[config.mk]
export PLATFORM = sky130hd
export DESIGN_NAME = instr_fetch_buffer
export DESIGN_NICKNAME = d
export VERILOG_FILES = /design/src/rtl/fetch_pkg.sv /design/src/rtl/fetch_fifo.sv /design/src/rtl/instr_fetch_buffer.sv
export SDC_FILE = /design/constraint.sdc
export NUM_CORES = 1
export LEC_CHECK = 0
export CORE_UTILIZATION = 45
export DETAILED_ROUTE_END_ITERATION = 7
export DONT_BUFFER_PORTS = 1
export HOLD_SLACK_MARGIN = 0.05
export PLACE_DENSITY = 0.62
export SETUP_SLACK_MARGIN = 0.02
export SYNTH_ARGS = -nofsm -noshare
export SYNTH_HDL_FRONTEND = slang
export SYNTH_SLANG_ARGS = --single-unit
[constraint.sdc]
create_clock -name clk_i -period 4 [get_ports clk_i]
set_input_delay 0.8 -clock clk_i [delete_from_list [all_inputs] [get_ports clk_i]]
set_output_delay 0.8 -clock clk_i [all_outputs]
set_load 0.01 [all_outputs]
[src/rtl/fetch_pkg.sv]
// Shared types for the instruction-fetch front end.
// Latency: n/a (types and constants only).
// Backpressure: n/a.
//
// fetch_state_t : fetch FSM states
// fetch_entry_t : one queued instruction with the PC it was fetched from
// INSTR_BYTES   : size of one instruction word in bytes
package fetch_pkg;

    typedef enum logic [1:0] {
        IDLE    = 2'd0,   // no request outstanding
        WAIT    = 2'd1,   // request outstanding, its data will be queued
        DISCARD = 2'd2    // request outstanding, its data is stale and dropped
    } fetch_state_t;

    typedef struct packed {
        logic [31:0] pc;
        logic [31:0] instr;
    } fetch_entry_t;

    localparam int unsigned INSTR_BYTES = 4;

endpackage

[src/rtl/fetch_fifo.sv]
// Synchronous FIFO of fetch entries with a single-cycle flush.
// Latency: a push is visible at the head on the next cycle.
// Backpressure: push ignored when full, pop ignored when empty; flush wins over both.
//
// Ports:
//   clk_i, rst_i          clock, async active-low reset (clears storage and pointers)
//   flush_i               drop all entries
//   push_i / push_dat_i   write one entry at the tail
//   pop_i                 retire the head entry
//   head_dat_o            current head entry (meaningful only when !empty_o)
//   count_o, full_o, empty_o  occupancy
module fetch_fifo
    import fetch_pkg::*;
#(
    parameter int unsigned DEPTH = 4
) (
    input  logic                       clk_i,
    input  logic                       rst_i,
    input  logic                       flush_i,
    input  logic                       push_i,
    input  fetch_entry_t               push_dat_i,
    input  logic                       pop_i,
    output fetch_entry_t               head_dat_o,
    output logic [$clog2(DEPTH+1)-1:0] count_o,
    output logic                       full_o,
    output logic                       empty_o
);

    localparam int unsigned AW = $clog2(DEPTH);
    localparam int unsigned CW = $clog2(DEPTH + 1);

    fetch_entry_t  mem_q [DEPTH];
    logic [AW-1:0] wr_ptr_q, wr_ptr_d;
    logic [AW-1:0] rd_ptr_q, rd_ptr_d;
    logic [CW-1:0] count_q, count_d;
    logic          do_push;
    logic          do_pop;

    assign full_o     = (count_q == CW'(DEPTH));
    assign empty_o    = (count_q == '0);
    assign count_o    = count_q;
    assign head_dat_o = mem_q[rd_ptr_q];

    assign do_push = push_i && !full_o;
    assign do_pop  = pop_i && !empty_o;

    // DEPTH is a power of two, so the pointers wrap by plain overflow.
    always_comb begin
        wr_ptr_d = wr_ptr_q;
        rd_ptr_d = rd_ptr_q;
        count_d  = count_q;
        if (flush_i) begin
            wr_ptr_d = '0;
            rd_ptr_d = '0;
            count_d  = '0;
        end else begin
            if (do_push) begin
                wr_ptr_d = wr_ptr_q + AW'(1);
            end
            if (do_pop) begin
                rd_ptr_d = rd_ptr_q + AW'(1);
            end
            case ({do_push, do_pop})
                2'b10:   count_d = count_q + CW'(1);
                2'b01:   count_d = count_q - CW'(1);
                default: count_d = count_q;
            endcase
        end
    end

    always_ff @(posedge clk_i or negedge rst_i) begin
        if (!rst_i) begin
            wr_ptr_q <= '0;
            rd_ptr_q <= '0;
            count_q  <= '0;
        end else begin
            wr_ptr_q <= wr_ptr_d;
            rd_ptr_q <= rd_ptr_d;
            count_q  <= count_d;
        end
    end

    always_ff @(posedge clk_i or negedge rst_i) begin
        if (!rst_i) begin
            for (int i = 0; i < int'(DEPTH); i++) begin
                mem_q[i] <= '0;
            end
        end else if (do_push && !flush_i) begin
            mem_q[wr_ptr_q] <= push_dat_i;
        end
    end

endmodule

[src/rtl/instr_fetch_buffer.sv]
// Fetch front end: owns the fetch PC, fetches words over req/ack and queues them for decode.
// Latency: ack to inst_valid_o is 1 cycle; zero-wait memory sustains 1 instruction per cycle.
// Backpressure: issue stops when the queue would be full; a redirect flushes the queue.
//
// Ports:
//   clk_i, rst_i                      clock, async active-low reset
//   imem_req_o/addr_o, imem_ack_i/data_i  instruction memory handshake (one request in flight)
//   redirect_i, redirect_pc_i         flush and restart fetch at a new target
//   inst_valid_o, inst_ready_i        decode handshake
//   inst_o, inst_pc_o, inst_pc4_o     head instruction, its PC and PC+4
module instr_fetch_buffer
    import fetch_pkg::*;
#(
    parameter int unsigned DEPTH    = 4,
    parameter logic [31:0] RESET_PC = 32'h0
) (
    input  logic        clk_i,
    input  logic        rst_i,
    output logic        imem_req_o,
    output logic [31:0] imem_addr_o,
    input  logic        imem_ack_i,
    input  logic [31:0] imem_data_i,
    input  logic        redirect_i,
    input  logic [31:0] redirect_pc_i,
    output logic        inst_valid_o,
    input  logic        inst_ready_i,
    output logic [31:0] inst_o,
    output logic [31:0] inst_pc_o,
    output logic [31:0] inst_pc4_o
);

    localparam int unsigned CW = $clog2(DEPTH + 1);

    fetch_state_t  state_q, state_d;
    logic [31:0]   fetch_pc_q, fetch_pc_d;
    // Address of the stale request kept on the bus while DISCARD waits for its ack;
    // fetch_pc_q already holds the redirect target by then.
    logic [31:0]   disc_addr_q, disc_addr_d;

    logic [31:0]   redirect_tgt;
    logic          push;
    logic          pop;
    logic          fifo_full;
    logic          fifo_empty;
    logic [CW-1:0] count;
    logic [CW-1:0] count_nxt;
    fetch_entry_t  push_dat;
    fetch_entry_t  head_dat;

    assign redirect_tgt = redirect_pc_i & ~(32'(INSTR_BYTES) - 32'd1);

    assign imem_req_o  = (state_q == WAIT) || (state_q == DISCARD);
    assign imem_addr_o = (state_q == DISCARD) ? disc_addr_q : fetch_pc_q;

    assign push = (state_q == WAIT) && imem_ack_i && !redirect_i;
    assign pop  = inst_valid_o && inst_ready_i && !redirect_i;

    assign push_dat = '{pc: imem_addr_o, instr: imem_data_i};

    always_comb begin
        count_nxt = count;
        if (push && !pop) begin
            count_nxt = count + CW'(1);
        end else if (pop && !push) begin
            count_nxt = count - CW'(1);
        end
    end

    always_comb begin
        state_d     = state_q;
        fetch_pc_d  = fetch_pc_q;
        disc_addr_d = disc_addr_q;
        unique case (state_q)
            IDLE: begin
                if (redirect_i) begin
                    fetch_pc_d = redirect_tgt;
                    state_d    = WAIT;
                end else if (!fifo_full || pop) begin
                    // A pop this cycle frees a slot, so the request re-issues
                    // right after it.
                    state_d = WAIT;
                end
            end
            WAIT: begin
                if (imem_ack_i) begin
                    if (redirect_i) begin
                        fetch_pc_d = redirect_tgt;
                    end else begin
                        fetch_pc_d = fetch_pc_q + 32'(INSTR_BYTES);
                        if (count_nxt >= CW'(DEPTH)) begin
                            state_d = IDLE;
                        end
                    end
                end else if (redirect_i) begin
                    disc_addr_d = fetch_pc_q;
                    fetch_pc_d  = redirect_tgt;
                    state_d     = DISCARD;
                end
            end
            DISCARD: begin
                if (redirect_i) begin
                    fetch_pc_d = redirect_tgt;
                end
                if (imem_ack_i) begin
                    state_d = WAIT;
                end
            end
            default: state_d = IDLE;
        endcase
    end

    always_ff @(posedge clk_i or negedge rst_i) begin
        if (!rst_i) begin
            state_q     <= IDLE;
            fetch_pc_q  <= RESET_PC;
            disc_addr_q <= RESET_PC;
        end else begin
            state_q     <= state_d;
            fetch_pc_q  <= fetch_pc_d;
            disc_addr_q <= disc_addr_d;
        end
    end

    fetch_fifo #(
        .DEPTH (DEPTH)
    ) u_fifo (
        .clk_i      (clk_i),
        .rst_i      (rst_i),
        .flush_i    (redirect_i),
        .push_i     (push),
        .push_dat_i (push_dat),
        .pop_i      (pop),
        .head_dat_o (head_dat),
        .count_o    (count),
        .full_o     (fifo_full),
        .empty_o    (fifo_empty)
    );

    assign inst_valid_o = !fifo_empty;
    assign inst_o       = head_dat.instr;
    assign inst_pc_o    = head_dat.pc;
    assign inst_pc4_o   = head_dat.pc + 32'(INSTR_BYTES);

endmodule

==> flow_summary_export.csv <==
group,metric,value,unit
logic_synthesis,synth_edf_count,0,
power,p_per_area,737,nW/um^2
setup_path,startpoint,"u_fifo.rd_ptr_q[0]$_DFFE_PN0P_",
timing,fin_crit_sh,95.4,%
layout,fillers,2914,
logic_synthesis,ys_seq_area_share,52.8,%
timing,slew_headroom,43.2,%
clocking,numCtsBuffers,38,
global_routing,grt_first_pass_wirelength,58400,microns
routing,detail_route.wl_per_cell,20.6,microns
logic_synthesis,synth-main-ff-cell,"dfrtp_1",
layout,nets,1392,
routing,drc,0,
global_routing,grt_util_met1,31.6,%
setup_path,start_kind,"flip-flop",
global_routing,grt_usage,21.1,%
logic_synthesis,synthArstFlopShare,100,%
layout,regArea,8240,sq um
timing,setup_viol,0,
logic_synthesis,ys_top_cells_by_area,"dfrtp_1 (53%), mux2_2 (11%), mux4_2 (6.9%)",
die,die_w,188,microns
power,vdd_drop_max,0.349,mV
clocking,htree_num_levels,2,
clocking,cts_sinks,329,
timing,rsz0062_at_grt,"false",
logic_synthesis,synth_cell_type_count,55,
setup_path,reg2reg_from,"state_q[1]$_DFFE_PN0P_",
timing,hold_viol_final,31,
placed_design,dpl_cell_area,16200,sq um
routing,drtIter0Drc,639,
logic_synthesis,synth_top_cell_by_area,"dfrtp_1",
clocking,clk_path_buf_depth,3,
logic_synthesis,syn-num-nets,1385,
layout,drive_above_1_share,25.2,%
routing,vias_per_cell,5.66,
logic_synthesis,synth_top_area_share,52.8,%
timing,hold_slack,-0.0361,ns
routing,num_vias,10100,
routing,drtPass1Iterations,5,
global_routing,grt_pass1_vias,9987,
run,cap_violations,0,
logic_synthesis,synth_area,15600,sq um
logic_synthesis,ys_warn_count,0,
layout,design_area,17600,sq um
die,die_height,188,microns
timing,clock_skew,0.0207,ns
global_routing,grt_util_met2,30.9,%
timing,worst_pin_slew,0.845,ns
die,ios,199,
setup_path,worstPathMaxFanout,11,
placed_design,gp_congestion,0.866,
min_path,hold_path.class,"in -> async",
clocking,cts.clk_slew.worst_paths,0.06,ns
placed_design,dp_hpwl,23800,microns
power,leakagePower,0.00798,uW
global_routing,gr-total-overflow,0,
setup_path,crit_path_end_kind,"primary output",
layout,syn_to_final_growth,12.7,%
routing,ant_nets,0,
outcome,violations,"negative hold slack",
clocking,cts-root-buf,"clkbuf_16",
timing,drv_slew,0,
die,num_rows,67,
timing,min_period,3.82,ns
logic_synthesis,ys_ff_latch,329,
timing,tns,0,ns
die,die_area,35400,sq um
global_routing,busiest_layer,"met1",
setup_path,cp.arrival,3.02,ns
logic_synthesis,syn_avg_cell_area,12.0,sq um
die,fp.coreArea,33800,sq um
routing,drt-total-wl,36800,microns
outcome,outcome,"finished with violations",
global_routing,grt_max_degree,330,
setup_path,required,3.20,ns
global_routing,antenna_found_initial,0,
clocking,clk_latency,0.53,ns
layout,multi_input_area,6810,sq um
timing,fmax,0.262,GHz
die,start_util,46.2,%
logic_synthesis,netlist_instances,1303,
setup_path,critPathKind,"reg -> out",
placed_design,place.port_buffers,0,
global_routing,grtUsageMet3,4.77,%
clocking,cts_tree,"yes",
## cell usage in the layout (no fill, tap or decap), types with 7 or more instances in the layout
master	Yosys	layout
inv_1	55	55
a22oi_1	18	18
xnor2_1	27	27
a21oi_1	17	17
mux2_2	157	157
mux4_2	48	51
and3_1	9	9
buf_4	2	50
mux2i_1	46	46
mux4_1	15	12
o21ai_0	150	150
o22ai_1	16	16
nand2_1	166	162
dfrtp_1	329	327
ha_1	13	12
nor3_1	13	13
and2_1	9	9
nand3_1	28	28
clkbuf_1	49	10
nand4_1	19	19
xor2_1	7	7
nor2_1	26	26
clkbuf_8	0	9
clkbuf_16	0	39
## final timing paths
kind / endpoint / slack [ns] / depth (start not counted)
min in group clk_i: u_fifo.rd_ptr_q[0]$_DFFE_PN0P_ / 0.35 / 1
min reg2reg: u_fifo.mem_q[184]$_DFFE_PN0P_ / 0.47 / 2
max: inst_pc4_o[31] / 0.18 / 7
min: u_fifo.mem_q[202]$_DFFE_PN0P_ / -0.04 / 0
max reg2reg: u_fifo.mem_q[132]$_DFFE_PN0P_ / 1.37 / 8
max in group asynchronous: u_fifo.mem_q[241]$_DFFE_PN0P_ / 3.46 / 0
## power breakdown
group | switching [uW] | total [uW] | internal (uW)
Clock | 1380 | 3550 | 2170
Combinational | 2470 | 4460 | 1990
Sequential | 636 | 4960 | 4320
## metrics by stage
stage / cells / util [%] / power, uW / setup slack, ns / hold slack, ns
floorplan: 1303 / - / 8150 / 1.01 / 0.442
global placement: 1708 / 47.9 / 9280 / 0.408 / 0.454
CTS: 1780 / 51.8 / 13000 / 0.0215 / -0.0544
detailed placement: 1708 / 47.9 / 9410 / 0.355 / 0.463
global route: 1787 / 52.0 / 13700 / 0.0632 / -0.0587
finish: 1788 / 52.0 / 13000 / 0.184 / -0.0361
## cell usage after synthesis (16+ instances only)
master    instances
a21oi_1          17
a22oi_1          18
buf_1            22
clkbuf_1         49
dfrtp_1         329
inv_1            55
mux2_2          157
mux2i_1          46
mux4_2           48
nand2_1         166
nand3_1          28
nand4_1          19
nor2_1           26
o21ai_0         150
o22ai_1          16
xnor2_1          27
## what timing repair did
action	in CTS	in global routing
gates resized for setup	3	2
endpoints found under the setup margin	18	14
hold endpoints to repair	329	329
setup buffers	3	7
pin swaps	1	1
## layer usage
| metal | vias up | wire (microns) |
|---|---|---|
| li1 | 4691 | - |
| met1 | 5116 | 17500 |
| met2 | 265 | 16300 |
| met3 | 43 | 2350 |
| met4 | 0 | 617 |
| met5 | - | 0 |
## registers in the layout (all words and copies together) (netlist names)
signal           flops
u_fifo.mem_q       256
state_q              2
u_fifo.wr_ptr_q      2
u_fifo.count_o       3
fetch_pc_q          32
u_fifo.rd_ptr_q      2
disc_addr_q         32
## kinds of logic (layout without fill, tap and decap cells)
| kind of cell | Yosys count | after routing | synth area share, % |
|---|---|---|---|
| XOR/XNOR | 34 | 34 | 1.91 |
| adder cells (fa/ha/maj) | 13 | 13 | 1.04 |
| flip-flops | 329 | 329 | 52.8 |
| multiplexers | 266 | 266 | 23.7 |
| other | 0 | 1 | 0 |
| AND/OR/NAND/NOR | 294 | 294 | 8.79 |
| AO/OA/AOI/OAI | 224 | 224 | 8.01 |
| buffers and inverters | 143 | 179 | 3.73 |
## final cells by class
class / instances / area share [%]
flip-flops and latches: 329 / 46.8
multi-input cells: 831 / 38.8
clock buffers: 58 / 6.47
well taps: 448 / 3.19
repair buffers: 55 / 2.65
inverters: 55 / 1.17
clock inverters: 11 / 0.904
diodes: 1 / 0.0142
## critical path, cell delays in order (launching register included)
cell	delay (ns)
dfrtp_4	0.55
buf_4	0.25
mux4_1	0.69
and3_1	0.24
and4_2	0.32
nand4_1	0.15
xnor2_1	0.13
buf_4	0.14
Note: power is estimated with default switching activity, not from simulation.
